`config.mk`:
```
export PLATFORM = sky130hd
export DESIGN_NAME = q_tile_scheduler
export DESIGN_NICKNAME = d
export VERILOG_FILES = /design/src/rtl/q_tile_scheduler_pkg.sv /design/src/rtl/q_addr_gen.sv /design/src/rtl/q_tile_scheduler.sv
export SDC_FILE = /design/constraint.sdc
export NUM_CORES = 1
export LEC_CHECK = 0
export CAP_MARGIN = 20
export CORE_AREA = 3 3 172 174
export CTS_CLUSTER_SIZE = 12
export DETAILED_ROUTE_END_ITERATION = 6
export DIE_AREA = 0 0 175 177
export PLACE_DENSITY = 0.64
export SETUP_SLACK_MARGIN = 0.3
export SLEW_MARGIN = 5
export SYNTH_ARGS = -nofsm -noshare
export SYNTH_HDL_FRONTEND = slang
export SYNTH_SLANG_ARGS = --single-unit
export TNS_END_PERCENT = 5
```
`constraint.sdc`:
```
create_clock -name clk -period 3.2 [get_ports clk]
set_input_delay 0.48 -clock clk [delete_from_list [all_inputs] [get_ports clk]]
set_output_delay 0.48 -clock clk [all_outputs]
set_load 0.02 [all_outputs]
```
`src/rtl/q_tile_scheduler_pkg.sv`:
```
// ============================================================================
// Module      : q_tile_scheduler_pkg
// Description : Shared types and constants for the Q tile scheduler slice.
// Revision    : 1.0 - initial release
// ============================================================================
`default_nettype none

`ifndef NUM_PES
`define NUM_PES 4
`endif
`ifndef MAX_EMBEDDING_DIM
`define MAX_EMBEDDING_DIM 8
`endif
`ifndef INTEGER_WIDTH
`define INTEGER_WIDTH 8
`endif

package q_tile_scheduler_pkg;

  localparam int c_addr_width = 32;

  typedef enum logic [2:0] {
    ST_IDLE      = 3'd0,
    ST_WAIT_BANK = 3'd1,
    ST_START     = 3'd2,
    ST_LAUNCH    = 3'd3,
    ST_WAIT_PE   = 3'd4,
    ST_RELEASE   = 3'd5,
    ST_DONE      = 3'd6
  } sched_state_t;

  // Credits span 0..2*rows (two banks of rows in flight).
  function automatic int credit_width(input int num_rows);
    return $clog2(2 * num_rows + 1);
  endfunction

endpackage

`default_nettype wire

```
`src/rtl/q_addr_gen.sv`:
```
// ============================================================================
// Module      : q_addr_gen
// Description : Row request address generator with two-bank credit throttling.
// Revision    : 1.0 - initial release
// ============================================================================
`default_nettype none

module q_addr_gen
  import q_tile_scheduler_pkg::*;
#(
  parameter int NUM_ROWS       = 4,
  parameter int ADDR_WIDTH     = c_addr_width,
  parameter int TILE_CNT_WIDTH = 16
) (
  input  logic                      clk,
  input  logic                      rst_n,
  input  logic                      job_start,
  input  logic [ADDR_WIDTH-1:0]     base_addr,
  input  logic [ADDR_WIDTH-1:0]     row_stride,
  input  logic [TILE_CNT_WIDTH-1:0] num_tiles,
  input  logic                      bank_release,
  output logic                      mem_req_valid,
  output logic [ADDR_WIDTH-1:0]     mem_req_addr,
  input  logic                      mem_req_ready
);

  localparam int c_row_cnt_width = TILE_CNT_WIDTH + $clog2(NUM_ROWS + 1);
  localparam int c_credit_width  = credit_width(NUM_ROWS);
  localparam int c_sum_width     = c_credit_width + 1;

  localparam logic [c_credit_width-1:0]  c_credit_max    = c_credit_width'(2 * NUM_ROWS);
  localparam logic [c_row_cnt_width-1:0] c_rows_per_tile = c_row_cnt_width'(NUM_ROWS);

  logic [ADDR_WIDTH-1:0]      r_addr;
  logic [ADDR_WIDTH-1:0]      r_stride;
  logic [c_row_cnt_width-1:0] r_total;
  logic [c_row_cnt_width-1:0] r_req_cnt;
  logic [c_credit_width-1:0]  r_credits;
  logic [c_credit_width-1:0]  w_credits_next;
  logic [c_sum_width-1:0]     w_credits_sum;
  logic                       w_req_fire;

  // Valid depends only on registered state, so it cannot drop while stalled.
  assign mem_req_valid = (r_credits != '0) && (r_req_cnt < r_total);
  assign mem_req_addr  = r_addr;
  assign w_req_fire    = mem_req_valid && mem_req_ready;

  always_comb begin
    w_credits_sum = {1'b0, r_credits};
    if (bank_release) begin
      w_credits_sum = w_credits_sum + c_sum_width'(NUM_ROWS);
    end
    if (w_req_fire) begin
      w_credits_sum = w_credits_sum - c_sum_width'(1);
    end
    if (w_credits_sum > {1'b0, c_credit_max}) begin
      w_credits_next = c_credit_max;
    end else begin
      w_credits_next = w_credits_sum[c_credit_width-1:0];
    end
  end

  always_ff @(posedge clk or negedge rst_n) begin
    if (!rst_n) begin
      r_addr    <= '0;
      r_stride  <= '0;
      r_total   <= '0;
      r_req_cnt <= '0;
      r_credits <= '0;
    end else if (job_start) begin
      r_addr    <= base_addr;
      r_stride  <= row_stride;
      r_total   <= c_row_cnt_width'(num_tiles) * c_rows_per_tile;
      r_req_cnt <= '0;
      r_credits <= c_credit_max;
    end else begin
      r_credits <= w_credits_next;
      if (w_req_fire) begin
        r_addr    <= r_addr + r_stride;
        r_req_cnt <= r_req_cnt + c_row_cnt_width'(1);
      end
    end
  end

endmodule

`default_nettype wire

```
`src/rtl/q_tile_scheduler.sv`:
```
// ============================================================================
// Module      : q_tile_scheduler
// Description : Streams Q tiles into a double-banked buffer and sequences PEs.
// Revision    : 1.0 - initial release
// ============================================================================
`default_nettype none

module q_tile_scheduler
  import q_tile_scheduler_pkg::*;
#(
  parameter int NUM_ROWS       = `NUM_PES,
  parameter int ROW_WIDTH      = `MAX_EMBEDDING_DIM * `INTEGER_WIDTH,
  parameter int ADDR_WIDTH     = c_addr_width,
  parameter int TILE_CNT_WIDTH = 16
) (
  input  logic                      clk,
  input  logic                      rst_n,
  input  logic                      start,
  input  logic [ADDR_WIDTH-1:0]     base_addr,
  input  logic [ADDR_WIDTH-1:0]     row_stride,
  input  logic [TILE_CNT_WIDTH-1:0] num_tiles,
  output logic                      busy,
  output logic                      done,
  output logic [TILE_CNT_WIDTH-1:0] tile_idx,
  output logic                      mem_req_valid,
  output logic [ADDR_WIDTH-1:0]     mem_req_addr,
  input  logic                      mem_req_ready,
  input  logic                      mem_rsp_valid,
  input  logic [ROW_WIDTH-1:0]      mem_rsp_data,
  output logic                      mem_rsp_ready,
  output logic                      buf_load_valid,
  output logic [ROW_WIDTH-1:0]      buf_load_data,
  input  logic                      buf_load_ready,
  output logic                      buf_compute_start,
  output logic                      buf_compute_done,
  input  logic                      buf_bank_full,
  output logic                      pe_start,
  input  logic                      pe_done
);

  sched_state_t              r_state;
  logic [TILE_CNT_WIDTH-1:0] r_num_tiles;
  logic [TILE_CNT_WIDTH-1:0] w_next_idx;
  logic                      w_accept;

  assign w_accept   = start && !busy && (r_state == ST_IDLE);
  assign w_next_idx = tile_idx + TILE_CNT_WIDTH'(1);

  assign buf_load_valid = mem_rsp_valid;
  assign buf_load_data  = mem_rsp_data;
  assign mem_rsp_ready  = buf_load_ready;

  q_addr_gen #(
    .NUM_ROWS       (NUM_ROWS),
    .ADDR_WIDTH     (ADDR_WIDTH),
    .TILE_CNT_WIDTH (TILE_CNT_WIDTH)
  ) u_addr_gen (
    .clk           (clk),
    .rst_n         (rst_n),
    .job_start     (w_accept),
    .base_addr     (base_addr),
    .row_stride    (row_stride),
    .num_tiles     (num_tiles),
    .bank_release  (buf_compute_done),
    .mem_req_valid (mem_req_valid),
    .mem_req_addr  (mem_req_addr),
    .mem_req_ready (mem_req_ready)
  );

  // Pulse outputs are set on the transition into their state so each is high
  // for exactly the one cycle the FSM spends there.
  always_ff @(posedge clk or negedge rst_n) begin
    if (!rst_n) begin
      r_state           <= ST_IDLE;
      r_num_tiles       <= '0;
      tile_idx          <= '0;
      busy              <= 1'b0;
      done              <= 1'b0;
      buf_compute_start <= 1'b0;
      buf_compute_done  <= 1'b0;
      pe_start          <= 1'b0;
    end else begin
      done              <= 1'b0;
      buf_compute_start <= 1'b0;
      buf_compute_done  <= 1'b0;
      pe_start          <= 1'b0;
      case (r_state)
        ST_IDLE: begin
          if (w_accept) begin
            r_num_tiles <= num_tiles;
            tile_idx    <= '0;
            busy        <= 1'b1;
            if (num_tiles == '0) begin
              r_state <= ST_DONE;
              done    <= 1'b1;
            end else begin
              r_state <= ST_WAIT_BANK;
            end
          end
        end
        ST_WAIT_BANK: begin
          if (buf_bank_full) begin
            r_state           <= ST_START;
            buf_compute_start <= 1'b1;
          end
        end
        ST_START: begin
          r_state  <= ST_LAUNCH;
          pe_start <= 1'b1;
        end
        ST_LAUNCH: begin
          r_state <= ST_WAIT_PE;
        end
        ST_WAIT_PE: begin
          if (pe_done) begin
            r_state          <= ST_RELEASE;
            buf_compute_done <= 1'b1;
          end
        end
        ST_RELEASE: begin
          tile_idx <= w_next_idx;
          if (w_next_idx == r_num_tiles) begin
            r_state <= ST_DONE;
            done    <= 1'b1;
          end else begin
            r_state <= ST_WAIT_BANK;
          end
        end
        ST_DONE: begin
          r_state <= ST_IDLE;
          busy    <= 1'b0;
        end
        default: begin
          r_state <= ST_IDLE;
          busy    <= 1'b0;
        end
      endcase
    end
  end

endmodule

`default_nettype wire

```
==> impl_metrics.toml, run 1 <==
[run_status]
outcome = "complete, but fails checks"
failed_checks = "hold timing"

[setup_path]
crit_chain = "inv_1 > ha_1 > a21o_1 > a21o_1 > a21oi_1 > o211ai_1 > buf_4 > a21oi_4 > nand4_1 > xnor2_2 > nand4_1 > a211oi_2"
critPathKind = "register to register"
ff2ff_path_depth = 12
critical_path_peak_fanout = 5
critPathSlowestCell = "sky130_fd_sc_hd__dfrtp_1"
required_time_of_the_critical_path_ns = 3.53
cp_slowest_stage_delay_ns = 0.43
timing.critical_path.to_type = "register"
arrival_ns = 3.15
critical_path.startpoint_type = "register"

[placement]
gpl.final_weighted_congestion = 0.8473
portBuffers = 139
detailedPlacementHpwl_mm = 16.67

[synthesis]
synthesized_area_fraction_occupied_by_ao_oa_aoi_and_oai_cells_pct = 15.74
synth_seq_area_share_pct = 37.69
synth_mux_area_share_pct = 3.205
synth_cell_types = 57
yosys-top-cells-area = "sky130_fd_sc_hd__dfrtp_1 38%, sky130_fd_sc_hd__nand2_1 9.2%, sky130_fd_sc_hd__ha_1 7.6%"
synth_top_family_by_area = "simple AND/OR/NAND/NOR gates"
synth_fa_ha_area_share_pct = 7.804
yosys_most_used_dff = "sky130_fd_sc_hd__dfrtp_1"
synth-simple-area-share_pct = 18.78
synth-seq-cells = 127
synthesis.nets = 1198
fraction_of_synthesis_flops_using_an_asynchronous_set_or_reset_pin_pct = 100.0
syn_inst = 994
synth_edf_count = 0
yosysTopAreaCellShare_pct = 37.69
post_synth.cell_area_avg_um2 = 8.484
post_synth_xor_area_fraction_pct = 7.478
netlist_area_um2 = 8433
synth_warnings = 0
synth_top_area_cell = "sky130_fd_sc_hd__dfrtp_1"

[drt]
vias_per_cell = 4.899
route.vias.total = 7147
totalWireLength_mm = 23.29
drtAntennaViolNets = 0
routedWlPerCell_um = 15.96
drc = 0
drtPass1Iterations = 5
drtIter0Drc = 515

[cells_and_area]
multi_input_area_um2 = 4672
flow.area_growth_from_synthesis_pct = 26.28
layout.filler_cells = 2869
ant_diodes = 0
final_nets = 1272
register_area_um2 = 3181
drive_above_1_share_pct = 9.251
layout.cells.most_common = "sky130_fd_sc_hd__nand2_1"
leading_cell_types_in_the_layout_fill_and_taps_excluded = "207 x sky130_fd_sc_hd__nand2_1, 137 x sky130_fd_sc_hd__clkdlybuf4s50_1, 125 x sky130_fd_sc_hd__dfrtp_1"

[clocking]
max-clock-path-buffers = 2
path_clk_slew_ns = 0.07
ctsRootBufferMaster = "sky130_fd_sc_hd__clkbuf_16"
h_tree_level_count = 4
cts_inserted_buffers = 17
clock_insertion_delay_worst_skew_ns = 0.43
cts_sinks = 127
cts_tree = "done"
hold_buffers = 0

[sta]
report.final.hold_viol_count = 7
post-route-period-util_pct = 88.02
fin_setup_tns_ns = 0
worstMarginPinSlew_ns = 0.8479
fin_skew_ns = 0.01359
slew_viol_final = 0
setup_viol_count_final = 0
slew_headroom_pct = 43.26
rsz0062_at_grt = "true"
maxClockFrequency_ghz = 0.3550
fin_worst_hold_slack_ns = -0.001723
period_needed_ns = 2.817

[global_routing]
globalRoute.totalOverflow = 0
number_of_global_route_vias_before_repair = 7084
grt_use_total_pct = 14.89
grt_first_pass_wirelength_mm = 37.23
grt_max_degree = 89
grt_antenna_before_repair = 1

[floorplan]
floorplan.io_pins = 272
die-area_um2 = 30980
chipHeight_um = 177
width_of_the_die_um = 175
initial_core_util_pct = 30.19
num_rows = 61
core-area_um2 = 27930

[pwr]
cellLeakagePower_uw = 0.004648
power_density_nw_per_um2 = 1045
vdd.ir_drop.worst_mv = 0.4866

[run]
drv_cap = 0

[worst_hold_path]
holdCritPathClass = "input pin to async pin"
synthesized netlist by cell type, types with 2 or more instances:
library cell                count
sky130_fd_sc_hd__buf_4         66
sky130_fd_sc_hd__nand3_1       25
sky130_fd_sc_hd__or2_2          2
sky130_fd_sc_hd__and4_1         5
sky130_fd_sc_hd__and2_1         3
sky130_fd_sc_hd__xnor2_1       40
sky130_fd_sc_hd__a211oi_1       6
sky130_fd_sc_hd__or3_1          5
sky130_fd_sc_hd__a2bb2oi_1      3
sky130_fd_sc_hd__nand2b_1       5
sky130_fd_sc_hd__a2111oi_0      3
sky130_fd_sc_hd__a211o_1        2
sky130_fd_sc_hd__a311oi_1       3
sky130_fd_sc_hd__inv_1         32
sky130_fd_sc_hd__and3_1         5
sky130_fd_sc_hd__a21o_1        16
sky130_fd_sc_hd__nand4b_1       2
sky130_fd_sc_hd__o21ai_0       85
sky130_fd_sc_hd__nand2_1      207
sky130_fd_sc_hd__a21oi_1       49
sky130_fd_sc_hd__ha_1          51
sky130_fd_sc_hd__nor3_1        11
sky130_fd_sc_hd__nor2b_1        9
sky130_fd_sc_hd__a31oi_1        7
sky130_fd_sc_hd__nor4_1         7
sky130_fd_sc_hd__a41oi_1        2
sky130_fd_sc_hd__o31ai_1        8
sky130_fd_sc_hd__nor2_1        53
sky130_fd_sc_hd__buf_2          9
sky130_fd_sc_hd__a21oi_2        3
sky130_fd_sc_hd__a21boi_0       2
sky130_fd_sc_hd__o21ai_1        6
sky130_fd_sc_hd__mux2i_1       27
sky130_fd_sc_hd__o221ai_1       2
sky130_fd_sc_hd__dfrtp_1      127
sky130_fd_sc_hd__or4_1          2
sky130_fd_sc_hd__xor2_1        32
sky130_fd_sc_hd__o21a_1         3
sky130_fd_sc_hd__o211ai_1       5
sky130_fd_sc_hd__nand4_1       11
sky130_fd_sc_hd__o2bb2ai_1      3
sky130_fd_sc_hd__clkbuf_1      33
sky130_fd_sc_hd__o21bai_1       3
layout make-up:
type,instances,share of cell area [%]
Clock buffer,17,3.995
Clock inverter,15,1.410
Inverter,32,1.128
Multi-Input combinational cell,727,43.87
Sequential cell,127,29.87
Tap cell,378,4.441
Timing Repair Buffer,163,15.29
registers in the layout (all words and copies together) (netlist names):
signal,cells
r_num_tiles,1
busy,1
u_addr_gen.r_req_cnt,19
u_addr_gen.r_total,15
tile_idx,16
done,1
u_addr_gen.r_stride,32
pe_start,1
buf_compute_start,1
r_state,3
u_addr_gen.r_credits,4
buf_compute_done,1
u_addr_gen.mem_req_addr,32
per-stage QoR:
step,cells,setup WS (ns),area (um2),total power (uW),utilization [%]
6_report,1459,0.3833,10650,11130,38.12
5_1_grt,1459,0.1776,10650,12080,38.12
4_1_cts,1452,0.2442,10410,10790,37.27
3_5_place_dp,1418,0.07929,9796,8717,35.07
3_3_place_gp,1418,0.1858,9796,8594,35.07
2_1_floorplan,994,0.4773,8433,7000,-
power breakdown:
| part | switching (uW) | internal [uW] | total [uW] |
|---|---|---|---|
| combinational | 3410 | 2860 | 6270 |
| clock | 846 | 1090 | 1940 |
| sequential | 651 | 2260 | 2910 |
| total | 4910 | 6220 | 11100 |
layer usage:
layer / wire, um / vias up / part of all wire (%) / track usage [%]
li1: - / 3507 / - / -
met1: 10640 / 3412 / 46 / 19.76
met2: 10690 / 193 / 46 / 23.63
met3: 1618 / 33 / 6.9 / 4.419
met4: 331 / 2 / 1.4 / 4.255
met5: 13 / - / 0.056 / 0
kinds of logic (layout without fill, tap and decap cells):
kind of cell             count (synthesis)  count (layout)
AO/OA/AOI/OAI                          219             219
XOR/XNOR                                72              72
adder cells (fa/ha/maj)                 52              52
buffers and inverters                  140             227
flip-flops                             127             127
multiplexers                            27              27
AND/OR/NAND/NOR                        357             357
critical path: cells and delay by family, from the launching register on:
kind | cells | cell delay, ns
adders and majority gates | 1 | 0.20
xor gates and xnor gates | 1 | 0.20
DFF | 1 | 0.43
and+or+nand+nor | 2 | 0.40
AOI/OAI and AO/OA | 6 | 1.24
buffers and inverters | 2 | 0.27
repair_timing:
item	CTS	global route
setup endpoints to repair	17	53
buffers inserted	2	7
pin swaps	2	20
gates resized for setup	10	39
worst paths after layout:
kind	slack, ns	to	from
worst min-delay path	-0.002	tile_idx[14]	rst_n
worst max-delay path	0.38	u_addr_gen.r_credits[1]	u_addr_gen.r_total[11]
worst min register to register	0.48	u_addr_gen.r_stride[4]	u_addr_gen.r_stride[4]
worst max register to register	0.38	u_addr_gen.r_credits[1]	u_addr_gen.r_total[11]
min in group clk	0.48	u_addr_gen.r_stride[4]	u_addr_gen.r_stride[4]
max in group asynchronous	2.35	u_addr_gen.mem_req_addr[26]	rst_n
Note: power is estimated with default switching activity, not from simulation.
==> run 2: changes to the inputs <==
CTS_CLUSTER_SIZE = 14   (was 12)
==> results of run 2 <==
Final layout, timing and power as in run 1 (identical DEF).
